$ cat src/rtl/riscv_mc_pkg.sv
// riscv_mc_pkg: shared state, mux-select, ALU-op and opcode constants for the multicycle controller
package riscv_mc_pkg;
  typedef enum logic [3:0] {
    S_FETCH    = 4'd0,
    S_DECODE   = 4'd1,
    S_MEMADR   = 4'd2,
    S_MEMREAD  = 4'd3,
    S_MEMWB    = 4'd4,
    S_MEMWRITE = 4'd5,
    S_EXECR    = 4'd6,
    S_EXECI    = 4'd7,
    S_ALUWB    = 4'd8,
    S_BEQ      = 4'd9,
    S_JAL      = 4'd10,
    S_LUI      = 4'd11
  } state_t;
  localparam logic [1:0] SRC_A_PC     = 2'b00;
  localparam logic [1:0] SRC_A_OLD_PC = 2'b01;
  localparam logic [1:0] SRC_A_RS1    = 2'b10;
  localparam logic [1:0] SRC_B_RS2    = 2'b00;
  localparam logic [1:0] SRC_B_IMM    = 2'b01;
  localparam logic [1:0] SRC_B_FOUR   = 2'b10;
  localparam logic [1:0] RES_ALU_OUT  = 2'b00;
  localparam logic [1:0] RES_READ     = 2'b01;
  localparam logic [1:0] RES_ALU      = 2'b10;
  localparam logic [1:0] RES_IMM      = 2'b11;
  localparam logic [1:0] IMM_I        = 2'b00;
  localparam logic [1:0] IMM_S        = 2'b01;
  localparam logic [1:0] IMM_B        = 2'b10;
  localparam logic [1:0] IMM_JU       = 2'b11;
  localparam logic [1:0] ALU_ADD      = 2'b00;
  localparam logic [1:0] ALU_SUB      = 2'b01;
  localparam logic [1:0] ALU_FUNCT    = 2'b10;
  localparam logic [6:0] OP_LW        = 7'b0000011;
  localparam logic [6:0] OP_SW        = 7'b0100011;
  localparam logic [6:0] OP_R         = 7'b0110011;
  localparam logic [6:0] OP_I         = 7'b0010011;
  localparam logic [6:0] OP_BEQ       = 7'b1100011;
  localparam logic [6:0] OP_JAL       = 7'b1101111;
  localparam logic [6:0] OP_LUI       = 7'b0110111;
  function automatic logic op_legal(input logic [6:0] op);
    return op == OP_LW || op == OP_SW || op == OP_R || op == OP_I ||
           op == OP_BEQ || op == OP_JAL || op == OP_LUI;
  endfunction
endpackage

$ cat src/rtl/riscv_imm_decoder.sv
// riscv_imm_decoder: combinational immediate-format select from the opcode
module riscv_imm_decoder
  import riscv_mc_pkg::*;
(
  input  logic [6:0] op,
  output logic [1:0] imm_src
);
  assign imm_src = op == OP_SW  ? IMM_S :
                   op == OP_BEQ ? IMM_B :
                   (op == OP_JAL || op == OP_LUI) ? IMM_JU : IMM_I;
endmodule

$ cat src/rtl/riscv_mc_controller.sv
// riscv_mc_controller: multicycle RISC-V control FSM with memory handshake and decoded datapath controls
module riscv_mc_controller
  import riscv_mc_pkg::*;
(
  input  logic       clk,
  input  logic       reset,
  input  logic [6:0] op,
  input  logic       zero,
  input  logic       mem_ready,
  output logic       mem_req,
  output logic       adr_src,
  output logic       ir_write,
  output logic       pc_write,
  output logic       reg_write,
  output logic       mem_write,
  output logic [1:0] alu_src_a,
  output logic [1:0] alu_src_b,
  output logic [1:0] alu_op,
  output logic [1:0] imm_src,
  output logic [1:0] result_src,
  output logic       illegal_op,
  output logic [3:0] state
);
  state_t cur, nxt;
  always_ff @(posedge clk) cur <= reset ? S_FETCH : nxt;
  assign state = cur;
  always_comb begin
    nxt = S_FETCH;
    case (cur)
      S_FETCH:    nxt = mem_ready ? S_DECODE : S_FETCH;
      S_DECODE:   nxt = (op == OP_LW || op == OP_SW) ? S_MEMADR :
                        op == OP_R   ? S_EXECR :
                        op == OP_I   ? S_EXECI :
                        op == OP_BEQ ? S_BEQ   :
                        op == OP_JAL ? S_JAL   :
                        op == OP_LUI ? S_LUI   : S_FETCH;
      S_MEMADR:   nxt = op == OP_LW ? S_MEMREAD : S_MEMWRITE;
      S_MEMREAD:  nxt = mem_ready ? S_MEMWB : S_MEMREAD;
      S_MEMWRITE: nxt = mem_ready ? S_FETCH : S_MEMWRITE;
      S_EXECR, S_EXECI, S_JAL: nxt = S_ALUWB;
      default:    nxt = S_FETCH;
    endcase
  end
  always_comb begin
    alu_src_a  = SRC_A_PC;
    alu_src_b  = SRC_B_RS2;
    alu_op     = ALU_ADD;
    result_src = RES_ALU_OUT;
    case (cur)
      S_FETCH: begin
        alu_src_b  = SRC_B_FOUR;
        result_src = RES_ALU;
      end
      S_DECODE: begin
        alu_src_a = SRC_A_OLD_PC;
        alu_src_b = SRC_B_IMM;
      end
      S_MEMADR, S_EXECI: begin
        alu_src_a = SRC_A_RS1;
        alu_src_b = SRC_B_IMM;
        alu_op    = cur == S_EXECI ? ALU_FUNCT : ALU_ADD;
      end
      S_EXECR: begin
        alu_src_a = SRC_A_RS1;
        alu_op    = ALU_FUNCT;
      end
      S_BEQ: begin
        alu_src_a = SRC_A_RS1;
        alu_op    = ALU_SUB;
      end
      S_JAL: begin
        alu_src_a = SRC_A_OLD_PC;
        alu_src_b = SRC_B_FOUR;
      end
      S_MEMWB:  result_src = RES_READ;
      S_LUI:    result_src = RES_IMM;
      default:  result_src = RES_ALU_OUT;
    endcase
  end
  // enables are forced low during reset so a stalled access is abandoned cleanly
  assign mem_req    = !reset && (cur == S_FETCH || cur == S_MEMREAD || cur == S_MEMWRITE);
  assign adr_src    = cur == S_MEMREAD || cur == S_MEMWRITE;
  assign ir_write   = !reset && cur == S_FETCH && mem_ready;
  assign pc_write   = !reset && ((cur == S_FETCH && mem_ready) || (cur == S_BEQ && zero) || cur == S_JAL);
  assign reg_write  = !reset && (cur == S_MEMWB || cur == S_ALUWB || cur == S_LUI);
  assign mem_write  = !reset && cur == S_MEMWRITE;
  assign illegal_op = !reset && cur == S_DECODE && !op_legal(op);
  riscv_imm_decoder u_imm (.op(op), .imm_src(imm_src));
endmodule
$ cat config.mk
export PLATFORM = sky130hd
export DESIGN_NAME = riscv_mc_controller
export DESIGN_NICKNAME = d
export VERILOG_FILES = /design/src/rtl/riscv_mc_pkg.sv /design/src/rtl/riscv_imm_decoder.sv /design/src/rtl/riscv_mc_controller.sv
export SDC_FILE = /design/constraint.sdc
export NUM_CORES = 1
export LEC_CHECK = 0
export ABC_AREA = 0
export CAP_MARGIN = 20
export CELL_PAD_IN_SITES_DETAIL_PLACEMENT = 1
export CELL_PAD_IN_SITES_GLOBAL_PLACEMENT = 1
export CORE_ASPECT_RATIO = 1.25
export CORE_MARGIN = 2
export CORE_UTILIZATION = 28
export DETAILED_ROUTE_END_ITERATION = 7
export PLACE_DENSITY = 0.93
export SLEW_MARGIN = 30
export SYNTH_ARGS = -nofsm -noshare
export SYNTH_HDL_FRONTEND = slang
export SYNTH_HIERARCHICAL = 1
export SYNTH_SLANG_ARGS = --single-unit
$ cat constraint.sdc
create_clock -name clk -period 2.1 [get_ports clk]
set_input_delay 0.42 -clock clk [delete_from_list [all_inputs] [get_ports clk]]
set_output_delay 0.42 -clock clk [all_outputs]
set_load 0.1 [all_outputs]
Word-level counts from Yosys, hierarchy flattened
Index checks and enable logic that the tools add are counted.
{"block": "totals", "regBits": 4, "latch_bits": 0, "ramBits": 0, "romBits": 0, "input_bits": 11, "output_inout_bits": 21, "elab_cells": 71, "memories": 0}
{"block": "classes", "n_addsub": 0, "mul": 0, "n_div": 0, "magnitude_cmp": 0, "n_eq_ne": 18, "shift": 0, "mux": 19, "bitwise_logic": 0, "n_reduce_logical": 33}
{"operator": "4-bit two-way mux", "n": 6}
{"operator": "4-bit case mux with 6 select lines", "n": 1}
{"operator": "7-bit by 6-bit equality test with 1-bit output (second input constant)", "n": 3}
{"operator": "4-bit by 3-bit equality test with 1-bit output (second input constant)", "n": 4}
{"operator": "4-bit equality test (second input constant)", "n": 4}
{"operator": "7-bit equality test (second input constant)", "n": 2}
{"operator": "1-bit logical OR", "n": 14}
{"operator": "2-bit case mux with 3 select lines", "n": 2}
{"operator": "1-bit logical AND", "n": 10}
{"operator": "3-bit two-way mux", "n": 3}
{"operator": "4-bit by 2-bit equality test with 1-bit output (second input constant)", "n": 2}
{"operator": "2-bit two-way mux", "n": 4}
{"operator": "2-bit case mux with 2 select lines", "n": 2}
{"operator": "7-bit by 2-bit equality test with 1-bit output (second input constant)", "n": 1}
{"operator": "7-bit by 5-bit equality test with 1-bit output (second input constant)", "n": 1}
{"operator": "2-bit OR reduction", "n": 3}
{"operator": "3-bit OR reduction", "n": 2}
{"operator": "4-bit by 1-bit equality test with 1-bit output (second input constant)", "n": 1}
{"operator": "4-bit logical NOT", "n": 1}
{"operator": "4-bit OR reduction", "n": 1}
{"operator": "1-bit logical NOT", "n": 2}
{"operator": "1-bit two-way mux", "n": 1}

Logic depth before layout (Yosys ltp)
{"block": "depth", "depth_word": 9, "ltp_mapped": 5}

Hierarchy
Netlist, hierarchy kept.
{"mod": "riscv_mc_controller", "n_inst": 1, "cells_per_inst": 90, "area_per_inst_um2": 581.8}
{"mod": "riscv_imm_decoder", "n_inst": 1, "cells_per_inst": 9, "area_per_inst_um2": 60.1}

Worst setup path after synthesis
OpenSTA, ideal clock, no wires.
{"block": "synth_timing", "kind": "reg2out", "startpoint": "register cur[0], in the netlist state[0]", "endpoint": "output port alu_src_b[0]", "arrival_ns": 3.738, "required_ns": 1.680, "slack_ns": -2.058, "stages_incl_launch_ff": 4, "cell_sequence": "dfxtp_1 -> and2b_1 -> nor3_1 -> a211oi_1"}
{"block": "synth_between", "elab_chain_cells": 3}
{"element": "start: declaration", "line_no": "riscv_mc_controller.sv:24", "text": "state_t cur, nxt;"}
{"element": "start signal: assignment", "line_no": "riscv_mc_controller.sv:25", "text": "always_ff @(posedge clk) cur <= reset ? S_FETCH : nxt;"}
{"element": "4-bit by 3-bit equality test with 1-bit output, or another cell as far along", "line_no": "riscv_mc_controller.sv:49", "text": "case (cur)"}
{"element": "3-bit OR reduction (no line) or 2-bit OR reduction (tied branches)"}
{"element": "2-bit case mux with 2 select lines *", "line_no": "riscv_mc_controller.sv:49"}
{"element": "end: declaration", "line_no": "riscv_mc_controller.sv:17", "text": "output logic [1:0] alu_src_b,"}
Mark *: on every way between the ends. The rest lies on a longest branch, timed or not.

Worst setup path after layout
{"block": "layout_timing", "startpoint": "register cur[3], in the netlist state[3]", "endpoint": "output port ir_write"}
{"block": "layout_between", "elab_chain_cells": 3}
{"element": "4-bit logical NOT", "line_no": "riscv_mc_controller.sv:83", "text": "assign ir_write = !reset && cur == S_FETCH && mem_ready;"}
{"element": "1-bit logical AND (2 in a row)", "line_no": "riscv_mc_controller.sv:83"}
{"element": "end: declaration", "line_no": "riscv_mc_controller.sv:12", "text": "output logic ir_write,"}
Every way passes these cells.

==> impl_metrics.toml <==
[run]
timing.max_cap.violations = 0

[setup_path]
cpPeakStageDelay_ns = 0.41
critPathCaptureType = "primary output"
required_ns = 1.68
slowest_stage = "dfxtp_4"
arrival_ns = 1.69
critPathLaunchType = "register"
cp_cell_sequence = "nor3_1 -> buf_4 -> and3_4 -> buf_4 -> buf_12"
critPathBufInv = 3
critical_path_class = "register to primary output"
worst_path_most_repeated_cell = "buf_4"
crit_fanout = 15
cpLargestDelayFamily = "simple AND/OR/NAND/NOR gates"

[grt]
grt_use_total_pct = 35.5
grt_max_degree = 19
grt_pass1_wl_microns = 6670
grt.overflow.total = 0
antenna_found_initial = 0
first_global_vias = 1236

[final_layout]
fin_util_pct = 72.0
diodes = 0
multi_input_area_sq_um = 754
regArea_sq_um = 95.1
drive_above_1_share_pct = 56.9
nFillCells = 240
areaGrowthSynthToFinish_pct = 145
final_nets = 166
largest_reg_flops = 4

[pwr]
switching_share_pct = 46.5
power_frac_comb_pct = 64.0
power.leakage_nw = 0.582
peakVddDrop_v = 0.000369
cellPowerDensity_nw_per_um2 = 308
pwr-share-seq_pct = 16.8
p_sw_mw = 0.225
power_mw = 0.484
power.share.clock_pct = 19.2
cellInternalPower_mw = 0.259

[drt]
firstDrtPassIters = 4
via_per_inst = 5.79
ant_nets = 0
drc = 0
finalWirelength_microns = 4190
drtIter0Drc = 19
num_vias = 1066
post_drt_wl_per_cell_microns = 22.8

[yosys]
synth-seq-cells = 4
seq_area_frac_synth_pct = 12.5
syn-num-nets = 110
synthDistinctLibCells = 36
yosysWarnings = 6
mappedNetlistArea_sq_um = 642
synth_area_per_cell_sq_um = 6.48
async_flop_share_pct = 0
synthCells = 99
synth_ff_type = "dfxtp_1"
synth-edff-count = 0

[floorplan]
rows = 19
die_y_microns = 57.5
initial_core_util_pct = 29.3
die_area_sq_um = 2690
die_w_microns = 46.8
core_area_sq_um = 2190
pin_count = 32

[hold_path]
worstHoldPathType = "input pin to register"

[cts]
ctsLongestPathBuffers = 2
cts_tree = "done"
clock-sinks = 4
path_clk_slew_ns = 0.04
cts_htree_levels = 1
numCtsBuffers = 3
clockRootBuffer = "clkbuf_4"
clk_latency_ns = 0.23

[timing]
fmax_mhz = 473
setup_tns_ns = -0.0206
slew_violations = 0
setup_viol = 2
fin_worst_skew_ns = 0.00319
min_period_ns = 2.11
fin_ws_ns = -0.0128
fin_crit_sh_pct = 101
max_slew.worst_pin.slew_ns = 0.437
hold_violations = 0
maxSlewHeadroom_pct = 70.8

[outcome]
outcome = "complete, but fails checks"
violations = "setup timing"

[placed_design]
dpl.hpwl_microns = 2780
io_buffer_count = 31
place_congestion = 0.888
## cell usage after synthesis, types with 3 or more instances
library cell / n / area, sq um
nand2_1: 10 / 37.5
nor2_1: 10 / 37.5
a21oi_1: 9 / 45.0
nand2b_1: 7 / 43.8
nor3_1: 7 / 35.0
o21ai_0: 6 / 30.0
dfxtp_1: 4 / 80.1
nand3_1: 4 / 20.0
nor2b_1: 4 / 25.0
buf_2: 3 / 15.0
nor4_1: 3 / 18.8
## worst paths after layout
kind                                          start  slack, ns  cells past startpoint                   to
worst max-delay path            state[3]$_SDFF_PP0_      -0.01                      5             ir_write
worst min-delay path                          op[3]       0.68                      3  state[0]$_SDFF_PP0_
worst max register to register  state[1]$_SDFF_PP0_       0.43                      5  state[2]$_SDFF_PP0_
worst min register to register  state[1]$_SDFF_PP0_       0.70                      3  state[3]$_SDFF_PP0_
## timing repair
item	in CTS	in global routing
hold buffers	0	0
buffers inserted	4	0
endpoints found under the setup margin	7	2
pin swaps	2	4
gates resized for setup	21	7
## placed cells by master (no fill, tap or decap), drive strengths merged, types with 4 or more instances in the layout
| master | count |
|---|---|
| a21oi | 9 |
| buf | 47 |
| clkdlybuf4s15 | 4 |
| dfxtp | 4 |
| nand2 | 10 |
| nand2b | 7 |
| nand3 | 4 |
| nor2 | 10 |
| nor2b | 4 |
| nor3 | 7 |
| o21ai | 6 |
## per-layer routing
metal	up-vias	GRT usage (%)	share of wire [%]
met2	49	64.2	55
met4	0	20.2	6.1
met5	-	0	0
met3	20	4.75	3.7
met1	521	36.5	35
li1	476	-	-
## cell families after synthesis
group,synth area share [%]
simple gates,48.5
compound gates,29.8
buf+inv,4.09
flops,12.5
xor+xnor,2.73
mux,2.34
## area by class of cell
cell class	count	area share [%]
multi-input combinational	89	47.9
timing repair buffer	55	41.7
sequential	4	6.04
tap	31	2.46
clock buffer	3	1.43
inverter	2	0.477
## stage by stage
stage                     cells  worst slack [ns]  hold slack, ns  area (sq um)
after floorplan              99            -0.223           0.511           847
final                       184           -0.0128           0.680          1570
after global routing        184          -0.00698           0.705          1570
after detailed placement    177            -0.368           0.633          1480
after global placement      177            -0.286           0.594          1480
after CTS                   184           -0.0266           0.699          1570
## worst reg2reg max path: cells and delay by family (launching register included)
family          cells  cell delay [ns]
simple gates        2             0.75
compound gates      2             0.32
flops               1             0.35
buf+inv             1             0.17
## power by group through the flow
stage               logic, mW  clock network (mW)  registers (mW)
floorplan               0.154                   0          0.0889
global placement        0.280                   0          0.0816
detailed placement      0.295                   0          0.0828
CTS                     0.302              0.0970          0.0810
global route            0.321               0.102          0.0820
finish                  0.310              0.0928          0.0815
(Power assumes the default switching activity.)
